`src/rtl/pulse_divider_prog.sv`:
```
`default_nettype none
// ============================================================================
//  Module   : pulse_divider_prog
//  Purpose  : Programmable pulse generator / clock divider with four output
//             modes (toggle, strobe, PWM, one-shot burst), enable control and
//             glitch-free reconfiguration at period boundaries.
//  Ports    : clock    - system clock, all logic on posedge
//             reset    - synchronous, active-low reset
//             enable   - 1 = run generator, 0 = return to IDLE
//             load     - 1-cycle strobe capturing mode_in / div_in / high_in
//             mode_in  - 00 TOGGLE, 01 STROBE, 10 PWM, 11 ONESHOT
//             div_in   - period in clock cycles (0 is rejected)
//             high_in  - PWM high cycles / ONESHOT tick count
//             signal   - main waveform (registered)
//             tick     - 1-cycle pulse after every period wrap (registered)
//             busy     - 1 while the generator is not IDLE
//             done     - ONESHOT burst finished, held until enable drops
//             cfg_err  - 1-cycle pulse when a load is rejected (div_in == 0)
//  Revision : 1.0 - initial release
// ============================================================================
module pulse_divider_prog #(
    parameter int WIDTH     = 8,
    parameter int DIV_RESET = 3
) (
    input  logic             clock,
    input  logic             reset,
    input  logic             enable,
    input  logic             load,
    input  logic [1:0]       mode_in,
    input  logic [WIDTH-1:0] div_in,
    input  logic [WIDTH-1:0] high_in,
    output logic             signal,
    output logic             tick,
    output logic             busy,
    output logic             done,
    output logic             cfg_err
);

    localparam logic [1:0]       c_MODE_TOGGLE  = 2'b00;
    localparam logic [1:0]       c_MODE_STROBE  = 2'b01;
    localparam logic [1:0]       c_MODE_PWM     = 2'b10;
    localparam logic [1:0]       c_MODE_ONESHOT = 2'b11;
    localparam logic [WIDTH-1:0] c_ONE          = WIDTH'(1);
    localparam logic [WIDTH-1:0] c_ZERO         = '0;
    localparam logic [WIDTH-1:0] c_DIV_RESET    = WIDTH'(DIV_RESET);

    typedef enum logic [1:0] {
        S_IDLE = 2'd0,
        S_RUN  = 2'd1,
        S_DONE = 2'd2
    } state_t;

    state_t           r_state;
    logic [WIDTH-1:0] r_cnt;
    logic [WIDTH-1:0] r_burst;
    logic             r_signal;
    logic             r_tick;
    logic             r_done;
    logic             r_cfg_err;

    // Active configuration
    logic [1:0]       r_cur_mode;
    logic [WIDTH-1:0] r_cur_div;
    logic [WIDTH-1:0] r_cur_high;

    // Configuration waiting for the next period boundary
    logic             r_pend_valid;
    logic [1:0]       r_pend_mode;
    logic [WIDTH-1:0] r_pend_div;
    logic [WIDTH-1:0] r_pend_high;

    logic             w_load_ok;
    logic             w_wrap;
    logic [WIDTH-1:0] w_cnt_inc;
    logic [1:0]       w_eff_mode;
    logic [WIDTH-1:0] w_eff_high;
    logic [1:0]       w_nxt_mode;
    logic [WIDTH-1:0] w_nxt_high;
    logic             w_mode_chg;
    logic             w_burst_done;

    assign w_load_ok  = load && (div_in != c_ZERO);
    // cur_div is never 0, so cnt < cur_div and the subtraction cannot wrap.
    assign w_wrap     = (r_cnt == (r_cur_div - c_ONE));
    assign w_cnt_inc  = r_cnt + c_ONE;

    // Configuration seen when starting from IDLE: a load on the same edge wins.
    assign w_eff_mode = w_load_ok ? mode_in : r_cur_mode;
    assign w_eff_high = w_load_ok ? high_in : r_cur_high;

    // Configuration in force after a wrap edge (pending set swapped in).
    assign w_nxt_mode = r_pend_valid ? r_pend_mode : r_cur_mode;
    assign w_nxt_high = r_pend_valid ? r_pend_high : r_cur_high;
    assign w_mode_chg = r_pend_valid && (r_pend_mode != r_cur_mode);

    // ">=" so that a swap lowering the count below the burst already emitted
    // still terminates instead of running forever.
    assign w_burst_done = (r_cur_mode == c_MODE_ONESHOT) && (r_burst >= r_cur_high);

    always_ff @(posedge clock) begin
        if (!reset) begin
            r_state      <= S_IDLE;
            r_cnt        <= c_ZERO;
            r_burst      <= c_ZERO;
            r_signal     <= 1'b0;
            r_tick       <= 1'b0;
            r_done       <= 1'b0;
            r_cfg_err    <= 1'b0;
            r_cur_mode   <= c_MODE_TOGGLE;
            r_cur_div    <= c_DIV_RESET;
            r_cur_high   <= c_ONE;
            r_pend_valid <= 1'b0;
            r_pend_mode  <= c_MODE_TOGGLE;
            r_pend_div   <= c_DIV_RESET;
            r_pend_high  <= c_ONE;
        end else begin
            r_cfg_err <= load && (div_in == c_ZERO);

            case (r_state)
                S_IDLE: begin
                    r_tick       <= 1'b0;
                    r_done       <= 1'b0;
                    r_cnt        <= c_ZERO;
                    r_burst      <= c_ZERO;
                    r_pend_valid <= 1'b0;
                    if (w_load_ok) begin
                        r_cur_mode <= mode_in;
                        r_cur_div  <= div_in;
                        r_cur_high <= high_in;
                    end
                    if (enable) begin
                        if ((w_eff_mode == c_MODE_ONESHOT) && (w_eff_high == c_ZERO)) begin
                            // Empty burst: finished before it starts.
                            r_state  <= S_DONE;
                            r_done   <= 1'b1;
                            r_signal <= 1'b0;
                        end else begin
                            r_state  <= S_RUN;
                            r_signal <= (w_eff_mode == c_MODE_PWM) && (w_eff_high != c_ZERO);
                        end
                    end else begin
                        r_signal <= 1'b0;
                    end
                end

                S_RUN: begin
                    if (!enable || w_burst_done) begin
                        // Leaving RUN: the freshest configuration becomes active,
                        // either a load on this edge or whatever was pending.
                        if (w_load_ok) begin
                            r_cur_mode <= mode_in;
                            r_cur_div  <= div_in;
                            r_cur_high <= high_in;
                        end else if (r_pend_valid) begin
                            r_cur_mode <= r_pend_mode;
                            r_cur_div  <= r_pend_div;
                            r_cur_high <= r_pend_high;
                        end
                        r_pend_valid <= 1'b0;
                        r_signal     <= 1'b0;
                        r_tick       <= 1'b0;
                        if (!enable) begin
                            r_state <= S_IDLE;
                            r_done  <= 1'b0;
                            r_cnt   <= c_ZERO;
                            r_burst <= c_ZERO;
                        end else begin
                            // Burst complete; counter stays frozen in DONE.
                            r_state <= S_DONE;
                            r_done  <= 1'b1;
                        end
                    end else if (w_wrap) begin
                        r_cnt  <= c_ZERO;
                        r_tick <= 1'b1;

                        // The period that just ended used the old values; any
                        // pending set takes over from here.
                        if (r_pend_valid) begin
                            r_cur_mode <= r_pend_mode;
                            r_cur_div  <= r_pend_div;
                            r_cur_high <= r_pend_high;
                        end
                        // A load coinciding with the wrap waits for the next one.
                        r_pend_valid <= w_load_ok;
                        if (w_load_ok) begin
                            r_pend_mode <= mode_in;
                            r_pend_div  <= div_in;
                            r_pend_high <= high_in;
                        end

                        case (w_nxt_mode)
                            c_MODE_TOGGLE: begin
                                r_signal <= ~r_signal;
                                r_burst  <= c_ZERO;
                            end
                            c_MODE_STROBE: begin
                                r_signal <= 1'b1;
                                r_burst  <= c_ZERO;
                            end
                            c_MODE_PWM: begin
                                r_signal <= (w_nxt_high != c_ZERO);
                                r_burst  <= c_ZERO;
                            end
                            c_MODE_ONESHOT: begin
                                if (w_mode_chg) begin
                                    // This wrap closed a period of another
                                    // mode; it does not count toward the burst.
                                    r_signal <= 1'b0;
                                    r_burst  <= c_ZERO;
                                end else begin
                                    r_signal <= 1'b1;
                                    r_burst  <= r_burst + c_ONE;
                                end
                            end
                        endcase
                    end else begin
                        r_cnt  <= w_cnt_inc;
                        r_tick <= 1'b0;
                        if (w_load_ok) begin
                            r_pend_valid <= 1'b1;
                            r_pend_mode  <= mode_in;
                            r_pend_div   <= div_in;
                            r_pend_high  <= high_in;
                        end
                        case (r_cur_mode)
                            c_MODE_TOGGLE:  r_signal <= r_signal;
                            c_MODE_STROBE:  r_signal <= 1'b0;
                            c_MODE_PWM:     r_signal <= (w_cnt_inc < r_cur_high);
                            c_MODE_ONESHOT: r_signal <= 1'b0;
                        endcase
                    end
                end

                S_DONE: begin
                    r_signal     <= 1'b0;
                    r_tick       <= 1'b0;
                    r_pend_valid <= 1'b0;
                    if (w_load_ok) begin
                        r_cur_mode <= mode_in;
                        r_cur_div  <= div_in;
                        r_cur_high <= high_in;
                    end
                    if (!enable) begin
                        r_state <= S_IDLE;
                        r_done  <= 1'b0;
                        r_cnt   <= c_ZERO;
                        r_burst <= c_ZERO;
                    end else begin
                        r_done <= 1'b1;
                    end
                end

                default: begin
                    r_state  <= S_IDLE;
                    r_signal <= 1'b0;
                    r_tick   <= 1'b0;
                    r_done   <= 1'b0;
                    r_cnt    <= c_ZERO;
                    r_burst  <= c_ZERO;
                end
            endcase
        end
    end

    assign signal  = r_signal;
    assign tick    = r_tick;
    assign busy    = (r_state != S_IDLE);
    assign done    = r_done;
    assign cfg_err = r_cfg_err;

endmodule
`default_nettype wire

```
`config.mk`:
```
export PLATFORM = sky130hd
export DESIGN_NAME = pulse_divider_prog
export DESIGN_NICKNAME = d
export VERILOG_FILES = /design/src/rtl/pulse_divider_prog.sv
export SDC_FILE = /design/constraint.sdc
export NUM_CORES = 1
export LEC_CHECK = 0
export CORE_ASPECT_RATIO = 1.2
export CORE_MARGIN = 2
export CORE_UTILIZATION = 40
export CTS_BUF_LIST = sky130_fd_sc_hd__clkbuf_8 sky130_fd_sc_hd__clkbuf_16
export DETAILED_ROUTE_END_ITERATION = 10
export PLACE_DENSITY = 0.57
export SYNTH_ARGS = -nofsm -noshare
export SYNTH_HDL_FRONTEND = slang
export SYNTH_SLANG_ARGS = --single-unit
export TNS_END_PERCENT = 30
```
`constraint.sdc`:
```
create_clock -name clock -period 2.75 [get_ports clock]
set_input_delay 0.6875 -clock clock [delete_from_list [all_inputs] [get_ports clock]]
set_output_delay 0.6875 -clock clock [all_outputs]
set_load 0.005 [all_outputs]
```
==> results of run 1 <==
==> tightest hold or removal path, stage by stage, from the launching register on <==
cell	delay [ns]
dfxtp_1	0.33
nand3_1	0.06
a21oi_1	0.05
==> layout by cell type, fill, tap and decap left out, drive strengths merged, types with 9 or more instances in the layout <==
cell type,Yosys,routed
nand3,13,13
nand2,43,43
inv,29,31
nor2,38,38
xnor2,10,10
ha,23,23
a31oi,10,10
mux2i,20,20
o21ai,29,29
dfxtp,59,59
clkdlybuf4s50,0,26
clkbuf,18,9
a21oi,24,24
nor4,10,10
buf,6,53
==> power by group <==
part | internal, mW | switching (mW) | total, mW
combinational | 0.843 | 1.05 | 1.89
sequential | 1.01 | 0.174 | 1.18
clock | 0.508 | 0.381 | 0.889
==> state kept, by name (all words and copies together) (netlist names), 2 cells and up <==
name / count
r_cur_mode: 2
r_cnt: 8
r_burst: 8
r_state: 2
r_pend_div: 8
r_cur_div: 8
r_pend_mode: 2
r_pend_high: 8
r_cur_high: 8
==> per-stage QoR <==
step           util (%)  hold slack [ns]  power (mW)  cells
6_report           51.9            0.482        3.96    651
5_1_grt            51.9            0.511        4.22    651
4_1_cts            51.3            0.491        3.94    650
3_5_place_dp       49.0            0.481        3.04    634
3_3_place_gp       49.0            0.478        3.02    634
2_1_floorplan         -            0.445        2.34    460
==> worst min-delay path by stage <==
stage / from / depth (start not counted) / slack, ns / to
floorplan: r_pend_div[0] / 2 / 0.45 / r_pend_div[0]
global placement: done / 2 / 0.48 / done
detailed placement: done / 2 / 0.48 / done
CTS: done / 2 / 0.49 / done
global route: r_cur_high[4] / 1 / 0.51 / r_cur_high[4]
finish: done / 2 / 0.48 / done
==> cell families (layout without fill, tap and decap cells) <==
logic type | count (synthesis) | after routing | share of synthesized area [%]
AO/OA/AOI/OAI | 143 | 143 | 27.2
XOR/XNOR | 14 | 14 | 3.29
adder cells (fa/ha/maj) | 23 | 23 | 7.71
buffers and inverters | 53 | 124 | 5.60
flip-flops | 59 | 59 | 31.6
multiplexers | 20 | 20 | 5.36
AND/OR/NAND/NOR | 148 | 148 | 19.2
==> what timing repair did <==
item | CTS | global route
hold endpoints to repair | 0 | 0
buffers inserted | 0 | 1
gates resized for setup | 0 | 10
setup endpoints to repair | 0 | 22
==> per-layer routing <==
layer  vias to the layer above  routed length [um]  track usage, %
met2                       109                5450            39.2
met3                        29                 548            3.84
met4                         0                 397            11.1
met5                         -                   0               0
li1                       1851                   -               -
met1                      1778                4760            27.6
==> area by class of cell <==
type	count	share of cell area, %
clock inverters	7	1.97
clock buffers	9	2.63
inverters	29	2.31
repair buffers	79	14.2
multi-input cells	348	50.6
flip-flops and latches	59	25.1
well taps	120	3.19
==> out/metrics.cfg, run 1 <==
[status]
outcome = finished clean

[global_routing]
grt_usage_pct = 22.8
grt_pass1_vias = 3632
grt_max_degree = 25
antenna_found_initial = 0
grt_overflow = 0
grt_pass1_wl_um = 18000

[run]
maxCapViolations = 0

[routing]
num_vias = 3767
drtIter0Drc = 261
wl_per_cell_um = 17.1
drcViolationCount = 0
antenna_left = 0
vias_per_cell = 5.79
drt_wl_total_um = 11100
dr.pass1.iters = 5

[placement]
dp_slack_ns = -0.261
gp_congestion = 0.915
placed_area_um2 = 4450
detailed_place_hpwl_um = 8610
portBuffers = 26

[floorplanning]
die_height_um = 110
rows = 38
ios = 27
initial_core_util_pct = 41.1
design.die.area_um2 = 10100
die_w_um = 92.2
core_um2 = 9080

[setup_path]
worst-path-stages = 8
critical_path.top_delay_family = compound AO/OA/AOI/OAI gates
cp-end-kind = register
r2r_cells = 10
crit_path_cell_trace = clkdlybuf4s50_1, or4_4, o21ai_4, a21oi_1, a21oi_1, nand2_1, o22a_1, o32a_1
startpoint = div_in[3]
reg2reg_to = r_cur_high[0]
cp_num_buf_inv = 1
r2r-start = r_cur_high[2]
crit_slowest_cell = or4_4
critPathMostFrequentCell = a21oi_1
crit_path_max_incr_delay_ns = 0.57
r2r_slack_ns = 0.20
cp.arrival_ns = 2.84
path_max_fanout = 3
crit_type = in2reg
critPathLaunchType = primary input
cp_data_required_time_ns = 2.99
critical_path.endpoint = r_cur_high[0]

[finish]
antenna_cells = 0
seq_area_um2 = 1180
num-fill-cells = 888
multiInputGateArea_um2 = 2380
area_delta_synth_final_pct = 26.2
nets = 571
stdcell_area_um2 = 4710
drive_above_1_share_pct = 15.8

[logic_synthesis]
yosysWarnings = 0
syn_nets = 505
ys_ff_latch = 59
synth_edf_count = 0
netlist_area_um2 = 3730
syn_avg_cell_area_um2 = 8.11
yosysSeqAreaShare_pct = 31.6
synth_ff_type = dfxtp_1
ys_top_cells_by_area = dfxtp_1, ha_1, mux2i_1, nand2_1, nor2_1
yosysMostFrequentCell = dfxtp_1
synth.top_cells.by_count = dfxtp_1, nand2_1, nor2_1
ys_types = 62
yosysTopAreaCellShare_pct = 31.6
synth_top_cell_by_area = dfxtp_1
ys_async_sr_fraction_pct = 0
postSynthCellCount = 460

[clock_network]
cts-root-buf = clkbuf_8
cts_max_path_buffers = 2
cts_made_buffers = 9
cts.sink_count = 59
htree_levels = 3
cts_tree = yes
cts_hold_buf = 0
clk_pin_slew_worst_paths_ns = 0.08
clk_latency_ns = 0.35

[timing]
finalMaxSlewViolations = 0
setup_viol = 0
setup-tns-final_ns = 0
period_needed_ns = 2.60
finalCritPeriodShare_pct = 94.5
timing.fmax_mhz = 385
relSlewSlack_pct = 63.1
hold_viol = 0
finClkSkew_ns = 0.00848
worstMarginPinSlew_ns = 0.552
timing.final.ws_setup_ns = 0.152

[power_and_ir_drop]
irDropWorstVdd_mv = 0.517
p_leak_nw = 1.94
power-per-cell-area_nw_per_um2 = 842

[hold_path]
hp-class = reg2reg

No activity file was read; power rests on OpenSTA's default activity.
==> run 2, diff against run 1 <==
ABC_CLOCK_PERIOD_IN_PS = 2750   (was not set)
SKIP_LAST_GASP = 1   (was not set)
==> out/metrics.cfg, run 2 (synthesis gave the netlist of run 1 again) <==
[status]
outcome = finished clean

[hold_path]
hp-class = reg2reg
worstHoldPathCells = 2  ; unchanged

[finish]
mostFrequentLayoutCell = dfxtp_1
utilization_pct = 51.7  ; -0.17 points
final_cells = 651  ; unchanged
area_delta_synth_final_pct = 25.8
nets = 571  ; unchanged
antenna_cells = 0  ; unchanged
stdcell_area_um2 = 4690  ; -0.32%
drive_above_1_share_pct = 15.4  ; -0.38 points
final_cell_mix = dfxtp_1, buf_4, nand2_1, nor2_1, inv_1

[timing]
timing.fmax_mhz = 374  ; -2.8%
finalMaxSlewViolations = 0  ; unchanged
period_needed_ns = 2.67  ; +0.0761 ns
rsz0062_at_grt = yes
finClkSkew_ns = 0.00743  ; -0.00105 ns
finalCritPeriodShare_pct = 97.3  ; +2.8 points
hold_viol = 0  ; unchanged
setup_viol = 0  ; unchanged
relSlewSlack_pct = 62.6  ; -0.51 points
setup-tns-final_ns = 0  ; unchanged
worstMarginPinSlew_ns = 0.559  ; +0.00761 ns
timing.hold.ws_ns = 0.480  ; -0.00177 ns
timing.final.ws_setup_ns = 0.0756  ; -0.0761 ns

[clock_network]
cts_max_path_buffers = 2  ; unchanged
cts_hold_buf = 0  ; unchanged
cts.sink_count = 59  ; unchanged
clk_pin_slew_worst_paths_ns = 0.08  ; about the same
htree_levels = 3  ; unchanged
cts_tree = yes
cts_made_buffers = 9  ; unchanged
cts-root-buf = clkbuf_8
clk_latency_ns = 0.35  ; about the same

[power_and_ir_drop]
p_int_mw = 2.36  ; about the same
power_mw = 3.96  ; about the same
switchingPower_mw = 1.60  ; about the same
sequentialPowerShare_pct = 29.9  ; about the same
p_leak_nw = 1.94  ; -0.20%
irDropWorstVdd_mv = 0.520  ; +0.64%
combPwrFrac_pct = 47.8  ; about the same
power-per-cell-area_nw_per_um2 = 844  ; +0.26%
clkPwrFrac_pct = 22.4  ; about the same
swShare_pct = 40.5  ; about the same

[global_routing]
grt_pass1_wl_um = 18000  ; unchanged
grt_max_degree = 25  ; unchanged
grt_overflow = 0  ; unchanged
grt_usage_pct = 22.8  ; unchanged
antenna_found_initial = 0  ; unchanged
grt_pass1_vias = 3632  ; unchanged

[routing]
drtIter0Drc = 218  ; -16%
drt_wl_total_um = 11100  ; -0.30%
drcViolationCount = 0  ; unchanged
num_vias = 3791  ; +0.64%
dr.pass1.iters = 5  ; unchanged
wl_per_cell_um = 17.1  ; -0.30%
vias_per_cell = 5.82  ; +0.64%
antenna_left = 0  ; unchanged

[placement]
dp_slack_ns = -0.261  ; unchanged
detailed_place_hpwl_um = 8610  ; unchanged
placed_area_um2 = 4450  ; unchanged
place_inst = 634  ; unchanged
gp_congestion = 0.915  ; unchanged
portBuffers = 26  ; unchanged

[setup_path]
r2r_cells = 9  ; -1
cp.arrival_ns = 2.95  ; +0.11 ns
crit_path_max_incr_delay_ns = 0.57  ; about the same
worst-path-stages = 8  ; unchanged
path_max_fanout = 9  ; +6
crit_slowest_cell = or4_1
crit_type = in2reg
critPathLaunchType = primary input
cp-end-kind = register
cp_data_required_time_ns = 3.02  ; +0.03 ns
critical_path.top_delay_family = simple AND/OR/NAND/NOR gates
cp_num_buf_inv = 2  ; +1
crit_path_cell_trace = clkdlybuf4s50_1, or4_1, o21ai_2, buf_4, o21ai_0, nor4_2, a21oi_1, o22ai_1

[floorplanning]
die_height_um = 110  ; unchanged
design.die.area_um2 = 10100  ; unchanged
die_w_um = 92.2  ; unchanged
ios = 27  ; unchanged
core_um2 = 9080  ; unchanged
rows = 38  ; unchanged
initial_core_util_pct = 41.1  ; unchanged

[run]
maxCapViolations = 0  ; unchanged

## run 2: power groups by stage
stage	registers (mW)	logic [mW]	clock network, mW
6_report	1.18	1.89	0.887
2_1_floorplan	1.14	1.20	0
3_5_place_dp	1.20	1.84	0
4_1_cts	1.18	1.85	0.902
3_3_place_gp	1.20	1.82	0
5_1_grt	1.21	2.08	0.929
## run 2: final timing paths
path	start	to	slack, ns
worst min register to register	done	done	0.48
worst min-delay path	done	done	0.48
worst max register to register	r_cur_div[0]	r_cur_div[0]	0.16
worst max-delay path	div_in[3]	signal	0.08
## run 2: repair_timing
item                       in CTS  in global routing
setup buffers                   0                  1
setup endpoints to repair       0                 22
gates resized for setup         0                  7
## run 2: layer usage
layer  global-route usage (%)  share of wire [%]  wire, um  vias up
li1                         -                  -         -     1853
met1                     27.6                 43      4820     1788
met2                     39.2                 49      5460      123
met3                     3.84                4.3       475       27
met4                     11.1                3.3       365        0
met5                        0                  0         0        -
## run 2: worst min-delay path: cells and delay by family, from the launching register on
family / cells / cell delay, ns
AOI/OAI and AO/OA: 1 / 0.05
and+or+nand+nor: 1 / 0.06
DFF: 1 / 0.32
## run 2: final cells by class
cell class	count	area, um^2
timing repair buffer	79	671
multi-input combinational	348	2370
inverter	29	109
clock inverter	7	92.6
clock buffer	9	124
sequential	59	1180
tap	120	150
fill	890	4390
